File: src/rtl/button_conditioner.sv
// Button front-end for the stopwatch core.
// Each raw, active-low, bouncing push-button is brought into the CLK_50MHz
// domain by a two-flop synchroniser, debounced by a four-state FSM and turned
// into a single registered press pulse. The top level also keeps the run and
// hold-active levels that those pulses toggle.

module button_conditioner_debounce #(
    parameter int DEBOUNCE_CYCLES = 500000,
    parameter int CNT_W           = $clog2(DEBOUNCE_CYCLES + 1)
) (
    input  logic clk,
    input  logic reset_n,
    input  logic raw_n,
    output logic press_pulse
);

    // Last count value before a level change is accepted.
    localparam logic [CNT_W-1:0] CNT_LAST = CNT_W'(DEBOUNCE_CYCLES - 1);
    localparam logic [CNT_W-1:0] CNT_ONE  = CNT_W'(1);

    typedef enum logic [1:0] {
        RELEASED     = 2'd0,
        PRESS_WAIT   = 2'd1,
        PRESSED      = 2'd2,
        RELEASE_WAIT = 2'd3
    } deb_state_t;

    logic             meta_reg;
    logic             sync_reg;
    deb_state_t       state_reg;
    logic [CNT_W-1:0] cnt_reg;
    logic             pulse_reg;

    // Two-flop synchroniser; idles high so a reset looks like "released".
    always_ff @(posedge clk) begin
        if (!reset_n) begin
            meta_reg <= 1'b1;
            sync_reg <= 1'b1;
        end else begin
            meta_reg <= raw_n;
            sync_reg <= meta_reg;
        end
    end

    // Debounce FSM: a level must persist DEBOUNCE_CYCLES samples to be accepted;
    // the press pulse is raised only on the PRESS_WAIT -> PRESSED transition.
    always_ff @(posedge clk) begin
        if (!reset_n) begin
            state_reg <= RELEASED;
            cnt_reg   <= '0;
            pulse_reg <= 1'b0;
        end else begin
            pulse_reg <= 1'b0;
            case (state_reg)
                RELEASED: begin
                    if (!sync_reg) begin
                        state_reg <= PRESS_WAIT;
                        cnt_reg   <= CNT_ONE;
                    end
                end
                PRESS_WAIT: begin
                    if (sync_reg) begin
                        // Bounce: fall back without a pulse.
                        state_reg <= RELEASED;
                        cnt_reg   <= '0;
                    end else if (cnt_reg == CNT_LAST) begin
                        state_reg <= PRESSED;
                        cnt_reg   <= '0;
                        pulse_reg <= 1'b1;
                    end else begin
                        cnt_reg <= cnt_reg + CNT_ONE;
                    end
                end
                PRESSED: begin
                    if (sync_reg) begin
                        state_reg <= RELEASE_WAIT;
                        cnt_reg   <= CNT_ONE;
                    end
                end
                RELEASE_WAIT: begin
                    if (!sync_reg) begin
                        // Release glitch: the button is still considered held.
                        state_reg <= PRESSED;
                        cnt_reg   <= '0;
                    end else if (cnt_reg == CNT_LAST) begin
                        state_reg <= RELEASED;
                        cnt_reg   <= '0;
                    end else begin
                        cnt_reg <= cnt_reg + CNT_ONE;
                    end
                end
                default: begin
                    state_reg <= RELEASED;
                    cnt_reg   <= '0;
                end
            endcase
        end
    end

    assign press_pulse = pulse_reg;

endmodule

module button_conditioner #(
    parameter int DEBOUNCE_CYCLES = 500000
) (
    input  logic CLK_50MHz,
    input  logic reset_n,
    input  logic start_stop_n,
    input  logic hold_n,
    input  logic overflow_flag,
    output logic start_stop_pulse,
    output logic hold_pulse,
    output logic run,
    output logic hold_active
);

    localparam int CNT_W = $clog2(DEBOUNCE_CYCLES + 1);
    localparam int N_BTN = 2;

    // Bit 0 is start/stop, bit 1 is hold.
    logic [N_BTN-1:0] raw_n;
    logic [N_BTN-1:0] pulse_vec;
    logic             run_reg;
    logic             hold_active_reg;

    assign raw_n = {hold_n, start_stop_n};

    generate
        for (genvar gi = 0; gi < N_BTN; gi++) begin : g_btn
            button_conditioner_debounce #(
                .DEBOUNCE_CYCLES (DEBOUNCE_CYCLES),
                .CNT_W           (CNT_W)
            ) u_debounce (
                .clk         (CLK_50MHz),
                .reset_n     (reset_n),
                .raw_n       (raw_n[gi]),
                .press_pulse (pulse_vec[gi])
            );
        end
    endgenerate

    // Run level: overflow forces it low every cycle and masks the toggle.
    always_ff @(posedge CLK_50MHz) begin
        if (!reset_n) begin
            run_reg <= 1'b0;
        end else if (overflow_flag) begin
            run_reg <= 1'b0;
        end else if (pulse_vec[0]) begin
            run_reg <= ~run_reg;
        end
    end

    // Hold level: toggled by each accepted hold press, independent of overflow.
    always_ff @(posedge CLK_50MHz) begin
        if (!reset_n) begin
            hold_active_reg <= 1'b0;
        end else if (pulse_vec[1]) begin
            hold_active_reg <= ~hold_active_reg;
        end
    end

    assign start_stop_pulse = pulse_vec[0];
    assign hold_pulse       = pulse_vec[1];
    assign run              = run_reg;
    assign hold_active      = hold_active_reg;

endmodule

File: config.mk
export PLATFORM = sky130hd
export DESIGN_NAME = button_conditioner
export DESIGN_NICKNAME = d
export VERILOG_FILES = /design/src/rtl/button_conditioner.sv
export SDC_FILE = /design/constraint.sdc
export NUM_CORES = 1
export LEC_CHECK = 0
export ABC_AREA = 1
export BUFFER_PORTS_ARGS = -buffer_cell sky130_fd_sc_hd__buf_4
export CAP_MARGIN = 20
export CORE_UTILIZATION = 55
export CTS_BUF_LIST = sky130_fd_sc_hd__clkbuf_8 sky130_fd_sc_hd__clkbuf_16
export DETAILED_ROUTE_END_ITERATION = 12
export HOLD_SLACK_MARGIN = 0.02
export PLACE_DENSITY = 0.76
export SETUP_SLACK_MARGIN = 0.2
export SYNTH_ARGS = -nofsm -noshare
export SYNTH_HDL_FRONTEND = slang
export SYNTH_SLANG_ARGS = --single-unit
File: constraint.sdc
create_clock -name CLK_50MHz -period 4.2 [get_ports CLK_50MHz]
set_input_delay 0.84 -clock CLK_50MHz [delete_from_list [all_inputs] [get_ports CLK_50MHz]]
set_output_delay 0.84 -clock CLK_50MHz [all_outputs]
set_load 0.03 [all_outputs]
## Word-level counts from Yosys, hierarchy flattened

Index checks and enable logic that the tools add are counted.

- Add/sub/neg operators: 2
- Equality and inequality tests: 16
- Mux-type cells: 28
- Bitwise gates (word level): 5
- Reductions and logical operators: 9

Operators with widths:

| kind | count |
|---|---|
| 19-bit 2-to-1 mux | 10 |
| 19-bit case mux with 4 select lines | 2 |
| 19-bit by 1-bit adder with 19-bit output, second input constant | 2 |
| 19-bit == test, second input constant | 2 |
| 2-bit 2-to-1 mux | 12 |
| 2-bit case mux with 4 select lines | 2 |
| 2-bit == test, second input constant | 4 |
| 4-bit AND reduction | 2 |
| 3-bit by 1-bit inequality test with 1-bit output, second input constant | 2 |
| 3-bit inequality test, second input constant | 2 |
| 3-bit OR reduction | 2 |
| 1-bit NOT | 5 |
| 2-bit by 1-bit == test with 1-bit output, second input constant | 2 |
| 2-bit zero test | 2 |
| 2-bit by 1-bit inequality test with 1-bit output, second input constant | 2 |
| 2-bit inequality test, second input constant | 2 |
| 2-bit AND reduction | 2 |
| 1-bit 2-to-1 mux | 2 |
| 2-bit OR reduction | 1 |

- Register bits after elaboration: 50
- Input port bits: 5

## Longest topological paths before layout

- Depth after elaboration: 4
- Depth in mapped cells: 10
- Depth with buffers taken out: 10

## Modules after synthesis

Synthesis repeated with hierarchy kept, for this count alone.

- Cells, all modules: 467
- Area, all modules: 2980.4 um^2

By module, submodules not included:

| module | instances | cells each | area an instance (um^2) |
|---|---|---|---|
| button_conditioner_debounce at g_btn[0].u_debounce | 1 | 223 | 1470.2 |
| button_conditioner_debounce at g_btn[1].u_debounce | 1 | 230 | 1422.6 |
| button_conditioner | 1 | 14 | 87.6 |

## Least setup slack after synthesis

OpenSTA, ideal clock, no wires.

- Path type: register to register
- Start: register g_btn[1].u_debounce.cnt_reg[0]
- End: register g_btn[1].u_debounce.cnt_reg[13]
- Setup time: 0.132 ns
- Arrival: 1.323 ns
- Slack: 2.744 ns
- Stages on the path, launching flop included: 10
- Cell sequence: dfxtp_1 ha_1 nand2_2 nor2_4 nand3_2 nor2_4 nor2_4 buf_6 nand3_1 a21oi_1

- Word-level cells in the longest chain between the ends: 4
- Elaborated cells on any way between the ends: 6
- Those cells by class: 1 x add/sub; 1 x eq/ne; 4 x mux

Ends and longest elaborated chain:

| element | RTL line | source |
|---|---|---|
| from (decl) | 31 | `logic [CNT_W-1:0] cnt_reg;` |
| from (signal assigned) | 71 | `cnt_reg <= cnt_reg + CNT_ONE;` |
| from (signal assigned) | 89 | `cnt_reg <= cnt_reg + CNT_ONE;` |
| 19-bit by 1-bit adder with 19-bit output or 19-bit == test (tied branches) | -- |  |
| 19-bit 2-to-1 mux (*) | 66, 85 |  |
| 19-bit 2-to-1 mux (on tied branches) | 81, 62 |  |
| 19-bit case mux with 4 select lines (*) | 54 | `case (state_reg)` |

Every way passes the cells marked *; elsewhere a longest branch is shown, timed or not.
A chain may end at the register's enable or synchronous reset.

## Worst setup path after layout

- Start: register g_btn[1].u_debounce.cnt_reg[0]
- End: register g_btn[1].u_debounce.cnt_reg[18]

The elaborated chain is that of the path after synthesis.

==> flow_summary.toml <==
[status]
status = "finished clean"

[global_routing]
grtUsageTotal_pct = 24.1
grt_pass1_vias = 2372
grt_pass1_wl_mm = 10.2
antenna_found_initial = 0
grt_overflow = 0
grt_max_degree = 23

[die]
core_sq_mm = 0.00482
initial_core_util_pct = 58.4
die-area_sq_mm = 0.00540
pin_count = 9
dieWidth_um = 73.5
num_rows = 25
die-height_um = 73.5

[hold_path]
hold_path_class = "reg -> reg"
min_from = "g_btn[1].u_debounce.meta_reg"
min_to = "g_btn[1].u_debounce.sync_reg"
holdPathStages = 1

[clocking]
path_clk_slew_ps = 100
clock_path_buffers = 2
cts_resized = 0
post-cts-setup-buffers = 0
tritoncts = "built"
cts_buffers = 5
cts-root-buf = "clkbuf_8"
postCtsHoldBufs = 0
cts_sinks = 50
htreeDepth = 2
clock_latency_ps = 310

[power]
leakagePower_nw = 1.10
power.total_mw = 0.947
ir_drop_mv = 0.209
swShare_pct = 27.2
powerDensity_mw_per_mm2 = 316
clock_power_share_pct = 37.6
comb_power_share_pct = 10.4
p_seq_share_pct = 52.0
p_sw_mw = 0.257
intPower_mw = 0.690

[place]
port_buffers = 8
dp_hpwl_mm = 4.30
post-place-ws_ps = 2280
dp.cells = 495
placed_area_sq_mm = 0.00288
gp_congestion = 0.934

[setup_path]
crit_slowest_cell = "dfxtp_1"
r2r_start = "g_btn[1].u_debounce.cnt_reg[0]"
critPathBufInv = 0
required_ps = 4400
critPathArrivalTime_ps = 1960
r2r_slack_ps = 2440
r2r_cells = 8
path_max_fanout = 6
crit_family = "simple AND/OR/NAND/NOR gates"
r2r_end = "g_btn[1].u_debounce.cnt_reg[18]"
crit_chain = "ha_1 > nand2_2 > nor2_4 > nand3_2 > nor2_1 > nand2_1 > o21ai_0 > a21oi_1"
worstSetupPathType = "reg -> reg"
cp-start-kind = "flop"
max_stage_delay_ps = 440
end_kind = "flop"

[sta]
max-slew-margin-rel_pct = 57.0
worst_slack_ps = 2440
worst_slew_pin_slew_ps = 640
setup_viol = 0
fin_crit_sh_pct = 41.9
grt_setup_unrepaired = "no"
fmax_ghz = 0.568
period_needed_ps = 1760
slew_viol_final = 0
finalClockSkew_ps = 11.2
holdWs_ps = 429
tns_ps = 0
hold_viol_final = 0

[synth]
synthCells = 428
synth.distinct_cells = 29
synth_area_leaders = "dfxtp_1 36%, nand2_1 16%, nor2_1 7.2%"
seq_area_frac_synth_pct = 35.6
syn_area_per_cell_sq_um = 6.57
syn-num-nets = 435
synth_top_area_share_pct = 35.6
ys_ff_latch = 50
netlist_area_sq_mm = 0.00281
yosys_warnings = 0
yosysTopAreaCell = "dfxtp_1"

[routing]
wire_per_inst_um = 11.8
wl_mm = 5.92
ant_nets = 0
drc_errors = 0
vias = 2626
first_iter_violations = 164
vias_per_cell = 5.22
dr.pass1.iters = 4

[flow_run]
maxCapViolations = 0

[cells_and_area]
largest_register_ffs = 38
drive_gt1_share_pct = 9.17
syn_to_final_growth_pct = 6.67
utilization_pct = 62.3
stdcell_count = 503
num-nets-final = 442
final_cell_area_sq_mm = 0.00300
antenna_cells = 0
## layer usage
| layer | part of all wire, % | GRT usage [%] | vias up | routed length, um |
|---|---|---|---|---|
| li1 | - | - | 1384 | - |
| met1 | 46 | 29.2 | 1172 | 2740 |
| met2 | 48 | 43.3 | 57 | 2870 |
| met3 | 3.4 | 3.98 | 13 | 203 |
| met4 | 1.7 | 7.69 | 0 | 102 |
| met5 | 0 | 0 | - | 0 |
## layout by cell type, fill, tap and decap left out
| cell type | n |
|---|---|
| a21oi_1 | 29 |
| a22oi_1 | 1 |
| a31oi_1 | 1 |
| and3_1 | 1 |
| buf_4 | 8 |
| bufinv_16 | 1 |
| clkbuf_8 | 5 |
| clkinvlp_4 | 1 |
| dfxtp_1 | 50 |
| ha_1 | 2 |
| inv_1 | 52 |
| inv_8 | 1 |
| nand2_1 | 121 |
| nand2_2 | 2 |
| nand3_1 | 34 |
| nand3_2 | 3 |
| nand3b_1 | 1 |
| nand4_1 | 10 |
| nand4_2 | 1 |
| nor2_1 | 54 |
| nor2_2 | 5 |
| nor2_4 | 8 |
| nor3_1 | 13 |
| nor4_1 | 2 |
| o21ai_0 | 12 |
| o21ai_2 | 1 |
| o21bai_1 | 5 |
| or2_2 | 4 |
| xnor2_1 | 1 |
| xor2_1 | 7 |
## cells by family after synthesis
kind of cell             after synthesis  share of synthesized area [%]
AO/OA/AOI/OAI                         49                           9.43
XOR/XNOR                               8                           2.49
adder cells (fa/ha/maj)                2                          0.890
buffers and inverters                 60                           9.56
flip-flops                            50                           35.6
AND/OR/NAND/NOR                      259                           42.0
## synthesized netlist by cell type
library cell and instances:
dfxtp_1 50, a31oi_1 1, nor2_1 54, a22oi_1 1, nand4_2 1, clkbuf_1 2, xnor2_1 1, nor2_4 8
inv_1 52, xor2_1 7, nand3b_1 1, ha_1 2, and3_1 1, buf_6 4, o21ai_0 12, nor4_1 2
nand3_2 3, or2_2 4, nor3_1 13, nand4_1 10, nand3_1 34, buf_4 1, nand2_2 2, o21ai_2 1
clkbuf_8 1, nor2_2 5, nand2_1 121, o21bai_1 5, a21oi_1 29
## worst max-delay path by stage
stage / startpoint / to / cells after the start
after global routing: g_btn[1].u_debounce.cnt_reg[0] / g_btn[1].u_debounce.cnt_reg[18] / 8
after detailed placement: reset_n / g_btn[0].u_debounce.meta_reg / 3
after floorplan: g_btn[1].u_debounce.cnt_reg[0] / g_btn[1].u_debounce.cnt_reg[13] / 9
after global placement: reset_n / g_btn[1].u_debounce.sync_reg / 3
final: g_btn[1].u_debounce.cnt_reg[0] / g_btn[1].u_debounce.cnt_reg[18] / 8
after CTS: g_btn[1].u_debounce.cnt_reg[0] / g_btn[1].u_debounce.cnt_reg[18] / 8
## final cells by class
cell class	instances	area (sq um)
Multi-Input combinational cell	318	1540
Inverter	52	195
Clock buffer	5	68.8
Clock inverter	3	48.8
Tap cell	67	83.8
Fill cell	474	1820
Sequential cell	50	1000
Timing Repair Buffer	8	60.1
## power by group through the flow
stage               registers (mW)  clock network, mW  logic (mW)
finish                       0.493              0.356      0.0981
global route                 0.495              0.382       0.112
CTS                          0.493              0.362       0.100
detailed placement           0.504                  0      0.0984
global placement             0.503                  0      0.0973
floorplan                    0.502                  0      0.0834
(Power assumes the default switching activity.)
